**config.mk**
```make
export PLATFORM = sky130hd
export DESIGN_NAME = dmem_arbiter_flat
export DESIGN_NICKNAME = d
export VERILOG_FILES = /design/src/rtl/dmem_arbiter_if.sv /design/src/rtl/dmem_arbiter.sv /design/src/flat_wrapper.sv
export SDC_FILE = /design/constraint.sdc
export NUM_CORES = 1
export LEC_CHECK = 0
export CAP_MARGIN = 20
export CORE_UTILIZATION = 36
export DETAILED_ROUTE_END_ITERATION = 12
export HOLD_SLACK_MARGIN = 0.15
export PLACE_DENSITY = 0.75
export SETUP_SLACK_MARGIN = 0.15
export SLEW_MARGIN = 20
export SYNTH_ARGS = -nofsm -noshare
export SYNTH_HDL_FRONTEND = slang
export SYNTH_SLANG_ARGS = --single-unit
```
**constraint.sdc**
```tcl
create_clock -name clk -period 4.2 [get_ports clk]
set_clock_uncertainty 0.1 [all_clocks]
set_input_delay 1.05 -clock clk [delete_from_list [all_inputs] [get_ports clk]]
set_output_delay 1.05 -clock clk [all_outputs]
set_load 0.005 [all_outputs]
```
**src/rtl/dmem_arbiter_if.sv**
```systemverilog
// dmem_arbiter_if: requester ports, lock and data-memory bus of the arbiter
interface dmem_arbiter_if #(
  parameter int RAM_WIDTH     = 32,
  parameter int RAM_ADDR_BITS = 10
);
  logic                     req_a, req_b;
  logic                     we_a, we_b;
  logic [RAM_ADDR_BITS-1:0] addr_a, addr_b;
  logic [RAM_WIDTH-1:0]     wdata_a, wdata_b;
  logic                     lock_b;
  logic                     gnt_a, gnt_b;
  logic                     rvalid_a, rvalid_b;
  logic [RAM_WIDTH-1:0]     rdata_a, rdata_b;
  logic                     mem_write;
  logic [RAM_ADDR_BITS-1:0] mem_addr;
  logic [RAM_WIDTH-1:0]     mem_wdata;
  logic [RAM_WIDTH-1:0]     mem_rdata;
  modport slave (
    input  req_a, req_b, we_a, we_b, addr_a, addr_b, wdata_a, wdata_b, lock_b, mem_rdata,
    output gnt_a, gnt_b, rvalid_a, rvalid_b, rdata_a, rdata_b, mem_write, mem_addr, mem_wdata
  );
  modport master (
    output req_a, req_b, we_a, we_b, addr_a, addr_b, wdata_a, wdata_b, lock_b, mem_rdata,
    input  gnt_a, gnt_b, rvalid_a, rvalid_b, rdata_a, rdata_b, mem_write, mem_addr, mem_wdata
  );
endinterface

```
**src/rtl/dmem_arbiter.sv**
```systemverilog
// dmem_arbiter: round-robin arbiter of pipeline (A) and debug (B) ports onto one data memory
module dmem_arbiter #(
  parameter int RAM_WIDTH     = 32,
  parameter int RAM_ADDR_BITS = 10
) (
  input logic              clk,
  input logic              reset,
  dmem_arbiter_if.slave    bus
);
  logic                     gnt_a_q, gnt_b_q, gnt_a_d, gnt_b_d;
  logic                     last_b_q, last_b_d;
  logic                     mem_write_q, mem_write_d;
  logic [RAM_ADDR_BITS-1:0] mem_addr_q, mem_addr_d;
  logic [RAM_WIDTH-1:0]     mem_wdata_q, mem_wdata_d;
  logic                     rd1_v_q, rd1_b_q, rd2_v_q, rd2_b_q, rd1_v_d;
  logic                     rvalid_a_q, rvalid_b_q;
  logic [RAM_WIDTH-1:0]     rdata_a_q, rdata_b_q;
  logic                     elig_a, elig_b, gnt_any, we_sel;
  // arbitration: a port just granted sits out one edge; ties go to the port not served last
  always_comb begin
    elig_a      = bus.req_a & ~gnt_a_q & ~bus.lock_b;
    elig_b      = bus.req_b & ~gnt_b_q;
    gnt_a_d     = elig_a & (~elig_b | last_b_q);
    gnt_b_d     = elig_b & ~gnt_a_d;
    gnt_any     = gnt_a_d | gnt_b_d;
    we_sel      = gnt_a_d ? bus.we_a : bus.we_b;
    mem_write_d = gnt_any & we_sel;
    mem_addr_d  = gnt_a_d ? bus.addr_a : gnt_b_d ? bus.addr_b : mem_addr_q;
    mem_wdata_d = gnt_a_d ? bus.wdata_a : gnt_b_d ? bus.wdata_b : mem_wdata_q;
    last_b_d    = gnt_a_d ? 1'b0 : gnt_b_d ? 1'b1 : last_b_q;
    rd1_v_d     = gnt_any & ~we_sel;
  end
  // registered outputs plus a two-stage (valid, port) tracker that steers read data back
  always_ff @(posedge clk or posedge reset) begin
    if (reset) begin
      gnt_a_q     <= 1'b0;
      gnt_b_q     <= 1'b0;
      last_b_q    <= 1'b1;
      mem_write_q <= 1'b0;
      mem_addr_q  <= '0;
      mem_wdata_q <= '0;
      rd1_v_q     <= 1'b0;
      rd1_b_q     <= 1'b0;
      rd2_v_q     <= 1'b0;
      rd2_b_q     <= 1'b0;
      rvalid_a_q  <= 1'b0;
      rvalid_b_q  <= 1'b0;
      rdata_a_q   <= '0;
      rdata_b_q   <= '0;
    end else begin
      gnt_a_q     <= gnt_a_d;
      gnt_b_q     <= gnt_b_d;
      last_b_q    <= last_b_d;
      mem_write_q <= mem_write_d;
      mem_addr_q  <= mem_addr_d;
      mem_wdata_q <= mem_wdata_d;
      rd1_v_q     <= rd1_v_d;
      rd1_b_q     <= gnt_b_d;
      rd2_v_q     <= rd1_v_q;
      rd2_b_q     <= rd1_b_q;
      rvalid_a_q  <= rd2_v_q & ~rd2_b_q;
      rvalid_b_q  <= rd2_v_q & rd2_b_q;
      if (rd2_v_q & ~rd2_b_q) rdata_a_q <= bus.mem_rdata;
      if (rd2_v_q & rd2_b_q) rdata_b_q <= bus.mem_rdata;
    end
  end
  assign bus.gnt_a     = gnt_a_q;
  assign bus.gnt_b     = gnt_b_q;
  assign bus.mem_write = mem_write_q;
  assign bus.mem_addr  = mem_addr_q;
  assign bus.mem_wdata = mem_wdata_q;
  assign bus.rvalid_a  = rvalid_a_q;
  assign bus.rvalid_b  = rvalid_b_q;
  assign bus.rdata_a   = rdata_a_q;
  assign bus.rdata_b   = rdata_b_q;
endmodule

```
**src/flat_wrapper.sv**
```systemverilog
// flat-port wrapper written by rule: the top's interface ports become plain ports
module dmem_arbiter_flat 
#(
  parameter int RAM_WIDTH     = 32,
  parameter int RAM_ADDR_BITS = 10
)
  (clk, reset, bus_req_a, bus_req_b, bus_we_a, bus_we_b, bus_addr_a, bus_addr_b, bus_wdata_a, bus_wdata_b, bus_lock_b, bus_mem_rdata, bus_gnt_a, bus_gnt_b, bus_rvalid_a, bus_rvalid_b, bus_rdata_a, bus_rdata_b, bus_mem_write, bus_mem_addr, bus_mem_wdata);
  dmem_arbiter_if #(.RAM_WIDTH(RAM_WIDTH), .RAM_ADDR_BITS(RAM_ADDR_BITS)) bus_i ();
  input logic clk;
  input logic reset;
  input wire logic [$bits(bus_i.req_a)-1:0] bus_req_a;
  input wire logic [$bits(bus_i.req_b)-1:0] bus_req_b;
  input wire logic [$bits(bus_i.we_a)-1:0] bus_we_a;
  input wire logic [$bits(bus_i.we_b)-1:0] bus_we_b;
  input wire logic [$bits(bus_i.addr_a)-1:0] bus_addr_a;
  input wire logic [$bits(bus_i.addr_b)-1:0] bus_addr_b;
  input wire logic [$bits(bus_i.wdata_a)-1:0] bus_wdata_a;
  input wire logic [$bits(bus_i.wdata_b)-1:0] bus_wdata_b;
  input wire logic [$bits(bus_i.lock_b)-1:0] bus_lock_b;
  input wire logic [$bits(bus_i.mem_rdata)-1:0] bus_mem_rdata;
  output wire logic [$bits(bus_i.gnt_a)-1:0] bus_gnt_a;
  output wire logic [$bits(bus_i.gnt_b)-1:0] bus_gnt_b;
  output wire logic [$bits(bus_i.rvalid_a)-1:0] bus_rvalid_a;
  output wire logic [$bits(bus_i.rvalid_b)-1:0] bus_rvalid_b;
  output wire logic [$bits(bus_i.rdata_a)-1:0] bus_rdata_a;
  output wire logic [$bits(bus_i.rdata_b)-1:0] bus_rdata_b;
  output wire logic [$bits(bus_i.mem_write)-1:0] bus_mem_write;
  output wire logic [$bits(bus_i.mem_addr)-1:0] bus_mem_addr;
  output wire logic [$bits(bus_i.mem_wdata)-1:0] bus_mem_wdata;
  assign bus_i.req_a = bus_req_a;
  assign bus_i.req_b = bus_req_b;
  assign bus_i.we_a = bus_we_a;
  assign bus_i.we_b = bus_we_b;
  assign bus_i.addr_a = bus_addr_a;
  assign bus_i.addr_b = bus_addr_b;
  assign bus_i.wdata_a = bus_wdata_a;
  assign bus_i.wdata_b = bus_wdata_b;
  assign bus_i.lock_b = bus_lock_b;
  assign bus_i.mem_rdata = bus_mem_rdata;
  assign bus_gnt_a = bus_i.gnt_a;
  assign bus_gnt_b = bus_i.gnt_b;
  assign bus_rvalid_a = bus_i.rvalid_a;
  assign bus_rvalid_b = bus_i.rvalid_b;
  assign bus_rdata_a = bus_i.rdata_a;
  assign bus_rdata_b = bus_i.rdata_b;
  assign bus_mem_write = bus_i.mem_write;
  assign bus_mem_addr = bus_i.mem_addr;
  assign bus_mem_wdata = bus_i.mem_wdata;
  dmem_arbiter #(.RAM_WIDTH(RAM_WIDTH), .RAM_ADDR_BITS(RAM_ADDR_BITS)) u_core (.clk(clk), .reset(reset), .bus(bus_i));
endmodule
```
==> flow_summary_export.csv, run 1 <==
group,metric,value,unit
clock_network,holdBufCountCts,0,
place,dp_hpwl,8823,um
logic_synthesis,yosysSeqAreaShare,63.27,%
global_route,antenna_found_initial,0,
outcome,status,"complete, no violations",
power,power_per_cell_area,563.8,nW/um2
sta,relSlewSlack,34.52,%
setup_path,r2r_end,"u_core.bus.mem_wdata[7]",
min_path,hp-class,"reg -> reg",
place,portBuffers,233,
logic_synthesis,yosys.area.top_type,"dfrtp_1",
detailed_routing,vias,3541,
finish,final_layout_size_suffix_gt1_share,19.89,%
logic_synthesis,synth_cell_types,19,
sta,worst_pin_slew,0.9801,ns
floorplan,dieArea,13090,um2
global_route,grt_pass1_vias,3802,
finish,num-fill-cells,941,
flow_run,drv_cap,0,
logic_synthesis,synth_cells,302,
global_route,grt_max_degree,55,
clock_network,cts_buffers,17,
setup_path,rrSetupSlack,2.24,ns
sta,fin_setup_tns,0,ns
clock_network,clk-insertion-delay-late,0.40,ns
floorplan,coreArea,12160,um2
sta,worst_slack,1.565,ns
logic_synthesis,synth_area,4551,um2
logic_synthesis,ys_top_cells_by_count,"114 x dfrtp_1, 64 x mux2_2, 42 x a221o_1, 41 x and3_1, 14 x buf_2",
detailed_routing,vias_per_cell,4.946,
logic_synthesis,yosysMostFrequentCell,"dfrtp_1",
logic_synthesis,synth_nets,425,
place,pre_cts_ws,0.8664,ns
setup_path,rr_worst_depth,4,
global_route,overflow,0,
setup_path,crit_required,4.42,ns
setup_path,crit_path_start_kind,"input pin",
detailed_routing,drcViolationCount,0,
setup_path,crit_type,"in -> reg",
floorplan,die_w,114.4,um
min_path,hold_start,"u_core.rd1_v_q",
sta,fmax,379.5,MHz
detailed_routing,firstDrtPassIters,7,
clock_network,clockBufferDepth,2,
logic_synthesis,synth_top_cell_area_share,62.69,%
detailed_routing,post_drt_wl_per_cell,17.65,um
logic_synthesis,ys_top_cells_by_area,"dfrtp_1 63%, mux2_2 16%, a221o_1 9.2%, and3_1 5.6%, buf_2 1.5%",
detailed_routing,ant_nets,0,
sta,post-route-period-util,62.73,%
floorplan,initial_utilization,37.42,%
clock_network,post_cts_buffers,0,
sta,maxSlewViolCount,0,
min_path,whs_path_depth,0,
floorplan,die_h,114.4,um
clock_network,h-tree-depth,4,
logic_synthesis,avgSynthCellArea,15.07,um2
global_route,grt_first_pass_wirelength,19460,um
logic_synthesis,synthArstFlopShare,100.0,%
setup_path,r2r_start,"u_core.bus.gnt_b",
logic_synthesis,yosysWarnings,0,
setup_path,worst_setup_path_end_kind,"flip-flop",
clock_network,clockRootBuffer,"clkbuf_16",
min_path,hold_path_end,"u_core.rd2_v_q",
clock_network,cts_sinks,115,
finish,syn_to_final_growth,69.95,%
finish,fin_area,7734,um2
logic_synthesis,synth_flop_cell,"dfrtp_1",
power,ir_drop,286.4,uV
finish,antenna_cells,0,
sta,hold_ws,0.2639,ns
sta,min_period,2.635,ns
power,p_leak,3.338,nW
clock_network,clkTransAtPathRegs,0.05,ns
setup_path,worstPathArrival,2.86,ns
floorplan,row_count,40,
detailed_routing,wl,12640,um
floorplan,ios,234,
sta,finalSetupViolations,0,
place,place_area,6998,um2
clock_network,cts_resized,0,
power,report.power.total,4.360,mW
setup_path,cp_max_fo,45,
logic_synthesis,synth_edf_count,0,
global_route,track_usage,19.53,%
clock_network,cts_tree,"done",
finish,layout.nets,658,
sta,hold_violations,0,
place,globalplace.congestion,0.7527,
logic_synthesis,synth-seq-cells,115,
detailed_routing,drt_iter0_drc,184,
sta,rsz0062_at_grt,"no",
-- cell type report --
class / count / area, um2 / area share, %
flip-flops and latches: 115 / 2879 / 37.23
multi-input cells: 158 / 1518 / 19.62
well taps: 168 / 210.2 / 2.718
clock inverters: 9 / 197.7 / 2.556
repair buffers: 239 / 2422 / 31.32
inverters: 4 / 18.77 / 0.2427
clock buffers: 23 / 488.0 / 6.310
-- critical path, cell delays in order --
cell	delay [ns]
clkdlybuf4s50_1	0.50
nand2b_4	0.25
a21oi_4	0.60
buf_16	0.24
a221o_1	0.17
-- worst max-delay path by stage --
stage / slack, ns / cells past startpoint / from / to
floorplan: 1.65 / 1 / reset / u_core.bus.gnt_a
global placement: 0.93 / 4 / bus_req_b / u_core.bus.mem_addr[5]
detailed placement: 0.87 / 4 / bus_req_b / u_core.bus.mem_wdata[7]
CTS: 1.28 / 4 / bus_req_b / u_core.bus.mem_wdata[7]
global route: 1.50 / 5 / bus_req_b / u_core.bus.mem_wdata[29]
finish: 1.57 / 5 / bus_req_b / u_core.bus.mem_wdata[7]
-- where the power goes --
group          leakage (nW)  switching, mW  internal [mW]
Clock                 0.333          0.480           1.18
Sequential             1.38          0.149           1.40
Combinational          1.63          0.346          0.814
-- flip-flops by register name, indices dropped and copies added, names as in the netlist, 10 cells and up --
register,count
u_core.bus.mem_addr,10
u_core.bus.mem_wdata,32
u_core.bus.rdata_a,32
u_core.bus.rdata_b,32
-- kinds of logic after synthesis --
logic type      Yosys count  synth area share [%]
flops                   115                 63.27
compound gates           46                 9.981
simple gates             47                 6.929
mux                      65                 16.06
buf+inv                  29                 3.767
-- stage by stage --
stage	instances	util, %
after floorplan	302	-
after global placement	682	57.54
after detailed placement	682	57.54
after CTS	714	63.18
after global routing	716	63.59
final	716	63.59
-- routing by layer --
layer | vias up | track usage [%] | wire [um]
met5 | - | 0 | 0
met4 | 0 | 7.100 | 184
met3 | 14 | 6.511 | 962
met2 | 175 | 32.93 | 6162
met1 | 1745 | 23.25 | 5329
li1 | 1607 | - | -
-- placed cells by master (no fill, tap or decap), types with 2 or more instances in the layout --
| master | n |
|---|---|
| clkinvlp_4 | 2 |
| clkdlybuf4s50_1 | 233 |
| and3_1 | 41 |
| clkbuf_16 | 17 |
| inv_1 | 3 |
| a221o_1 | 42 |
| mux2_2 | 64 |
| bufinv_16 | 6 |
| dfrtp_1 | 114 |
| clkinv_2 | 2 |
| buf_4 | 3 |
| buf_12 | 2 |
| a22o_1 | 2 |
| clkbuf_8 | 4 |
| clkbuf_1 | 2 |
Note: power is estimated with default switching activity, not from simulation.
==> run 2, diff against run 1 <==
CORE_UTILIZATION = 40   (was 36)
PLACE_DENSITY = 0.79   (was 0.75)
clock period = 2.6 ns   (was 4.2 ns; I/O delays follow)
==> flow_summary_export.csv, run 2 (same netlist as run 1, synthesis figures left out) <==
group,metric,value,unit
outcome,status,"complete, no violations",
setup_path,worstPathArrival,1.33,ns
finish,num-fill-cells,795,
finish,final_cell_mix,"233 x clkdlybuf4s50_1, 114 x dfrtp_1, 64 x mux2_2",
power,power_per_cell_area,879.4,nW/um2
detailed_routing,post_drt_wl_per_cell,18.05,um
setup_path,slowest_delay,0.53,ns
sta,worst_pin_slew,0.5998,ns
setup_path,worst_setup_path_end_kind,"output pin",
place,portBuffers,233,
power,p_leak,3.295,nW
clock_network,clkTransAtPathRegs,0.05,ns
place,globalplace.congestion,0.7590,
sta,finalSetupViolations,0,
clock_network,clk-insertion-delay-late,0.40,ns
place,dp_hpwl,8488,um
power,p_comb_share,28.0,%
global_route,antenna_found_initial,0,
sta,hold_violations,0,
clock_network,clockBufferDepth,2,
sta,rsz0062_at_grt,"no",
sta,maxSlewViolCount,0,
floorplan,die_w,108.7,um
global_route,track_usage,21.56,%
detailed_routing,met3_length,1138,um
floorplan,initial_utilization,41.43,%
setup_path,crit_path_start_kind,"flip-flop",
power,power_frac_clock,34.7,%
detailed_routing,drt_iter0_drc,141,
detailed_routing,met1_length,4858,um
finish,syn_to_final_growth,67.14,%
clock_network,cts_sinks,115,
place,place_area,7013,um2
sta,post-route-period-util,79.96,%
clock_network,post_cts_buffers,0,
setup_path,crit_family,"buffers and inverters",
clock_network,cts_buffers,17,
setup_path,path_buf_inv,1,
setup_path,cp_cell_sequence,"clkdlybuf4s50_1",
floorplan,row_count,38,
detailed_routing,vias,3550,
detailed_routing,vias_per_cell,5.152,
min_path,hp-class,"reg -> reg",
sta,hold_ws,0.2541,ns
floorplan,coreArea,10980,um2
setup_path,crit_required,1.85,ns
clock_network,clockRootBuffer,"clkbuf_16",
setup_path,crit_slowest_cell,"clkdlybuf4s50_1",
sta,min_period,2.079,ns
detailed_routing,top_layer,"met4",
power,p_seq_share,37.3,%
finish,final_common_cell,"clkdlybuf4s50_1",
clock_network,cts_tree,"done",
detailed_routing,ant_nets,0,
detailed_routing,met2_length,6246,um
setup_path,crit_type,"reg -> out",
global_route,grt_pass1_vias,3701,
global_route,grt_first_pass_wirelength,18920,um
finish,antenna_cells,0,
setup_path,cp_max_fo,3,
finish,final_layout_size_suffix_gt1_share,19.67,%
flow_run,drv_cap,0,
floorplan,dieArea,11810,um2
power,swShare,23.47,%
detailed_routing,wl,12440,um
finish,layout.nets,660,
power,intPower,5.119,mW
floorplan,die_h,108.7,um
detailed_routing,firstDrtPassIters,5,
clock_network,h-tree-depth,4,
floorplan,ios,234,
global_route,overflow,0,
sta,relSlewSlack,60.01,%
finish,fin_area,7606,um2
power,p_sw,1.570,mW
sta,fmax,481.0,MHz
global_route,grt_max_degree,116,
detailed_routing,drcViolationCount,0,
clock_network,cts_resized,0,
clock_network,holdBufCountCts,0,
power,ir_drop,492.9,uV
sta,fin_setup_tns,0,ns
[run 2: through the flow]
step / std cells / utilization [%] / worst slack, ns / power, mW
3_5_place_dp: 658 / 63.85 / 0.1415 / 4.402
6_report: 689 / 69.25 / 0.5211 / 6.689
4_1_cts: 689 / 69.25 / 0.5041 / 6.769
2_1_floorplan: 302 / - / 0.4514 / 3.122
5_1_grt: 689 / 69.25 / 0.4807 / 7.014
3_3_place_gp: 658 / 63.85 / 0.1964 / 4.335
[run 2: final cells by class]
class	count	area (um2)	share of cell area, %
Clock buffer	22	464.2	6.103
Clock inverter	9	128.9	1.694
Inverter	4	18.77	0.2468
Multi-Input combinational cell	158	1510	19.86
Sequential cell	115	2879	37.85
Tap cell	140	175.2	2.303
Timing Repair Buffer	241	2430	31.95
[run 2: final timing paths]
kind                                   from  cells past startpoint  slack (ns)                      end
setup reg to reg           u_core.bus.gnt_a                      3        0.84  u_core.bus.mem_wdata[9]
setup / recovery           u_core.bus.gnt_a                      1        0.52                bus_gnt_a
hold / removal               u_core.rd1_v_q                      0        0.25           u_core.rd2_v_q
max in group asynchronous             reset                      3        1.27  u_core.bus.mem_wdata[2]
min in group asynchronous             reset                      3        0.69   u_core.bus.rdata_b[12]
hold reg to reg              u_core.rd1_v_q                      0        0.25           u_core.rd2_v_q
[run 2: power by group through the flow]
stage / combinational (mW) / sequential [mW] / clock, mW
floorplan: 0.588 / 2.53 / 0
global placement: 1.84 / 2.49 / 0
detailed placement: 1.89 / 2.51 / 0
CTS: 1.90 / 2.50 / 2.37
global route: 2.00 / 2.55 / 2.46
finish: 1.87 / 2.49 / 2.32
[run 2: per-layer routing]
| metal | GRT usage (%) | vias to the layer above |
|---|---|---|
| li1 | - | 1608 |
| met5 | 0 | - |
| met2 | 36.62 | 178 |
| met3 | 7.950 | 15 |
| met4 | 8.301 | 0 |
| met1 | 24.71 | 1749 |
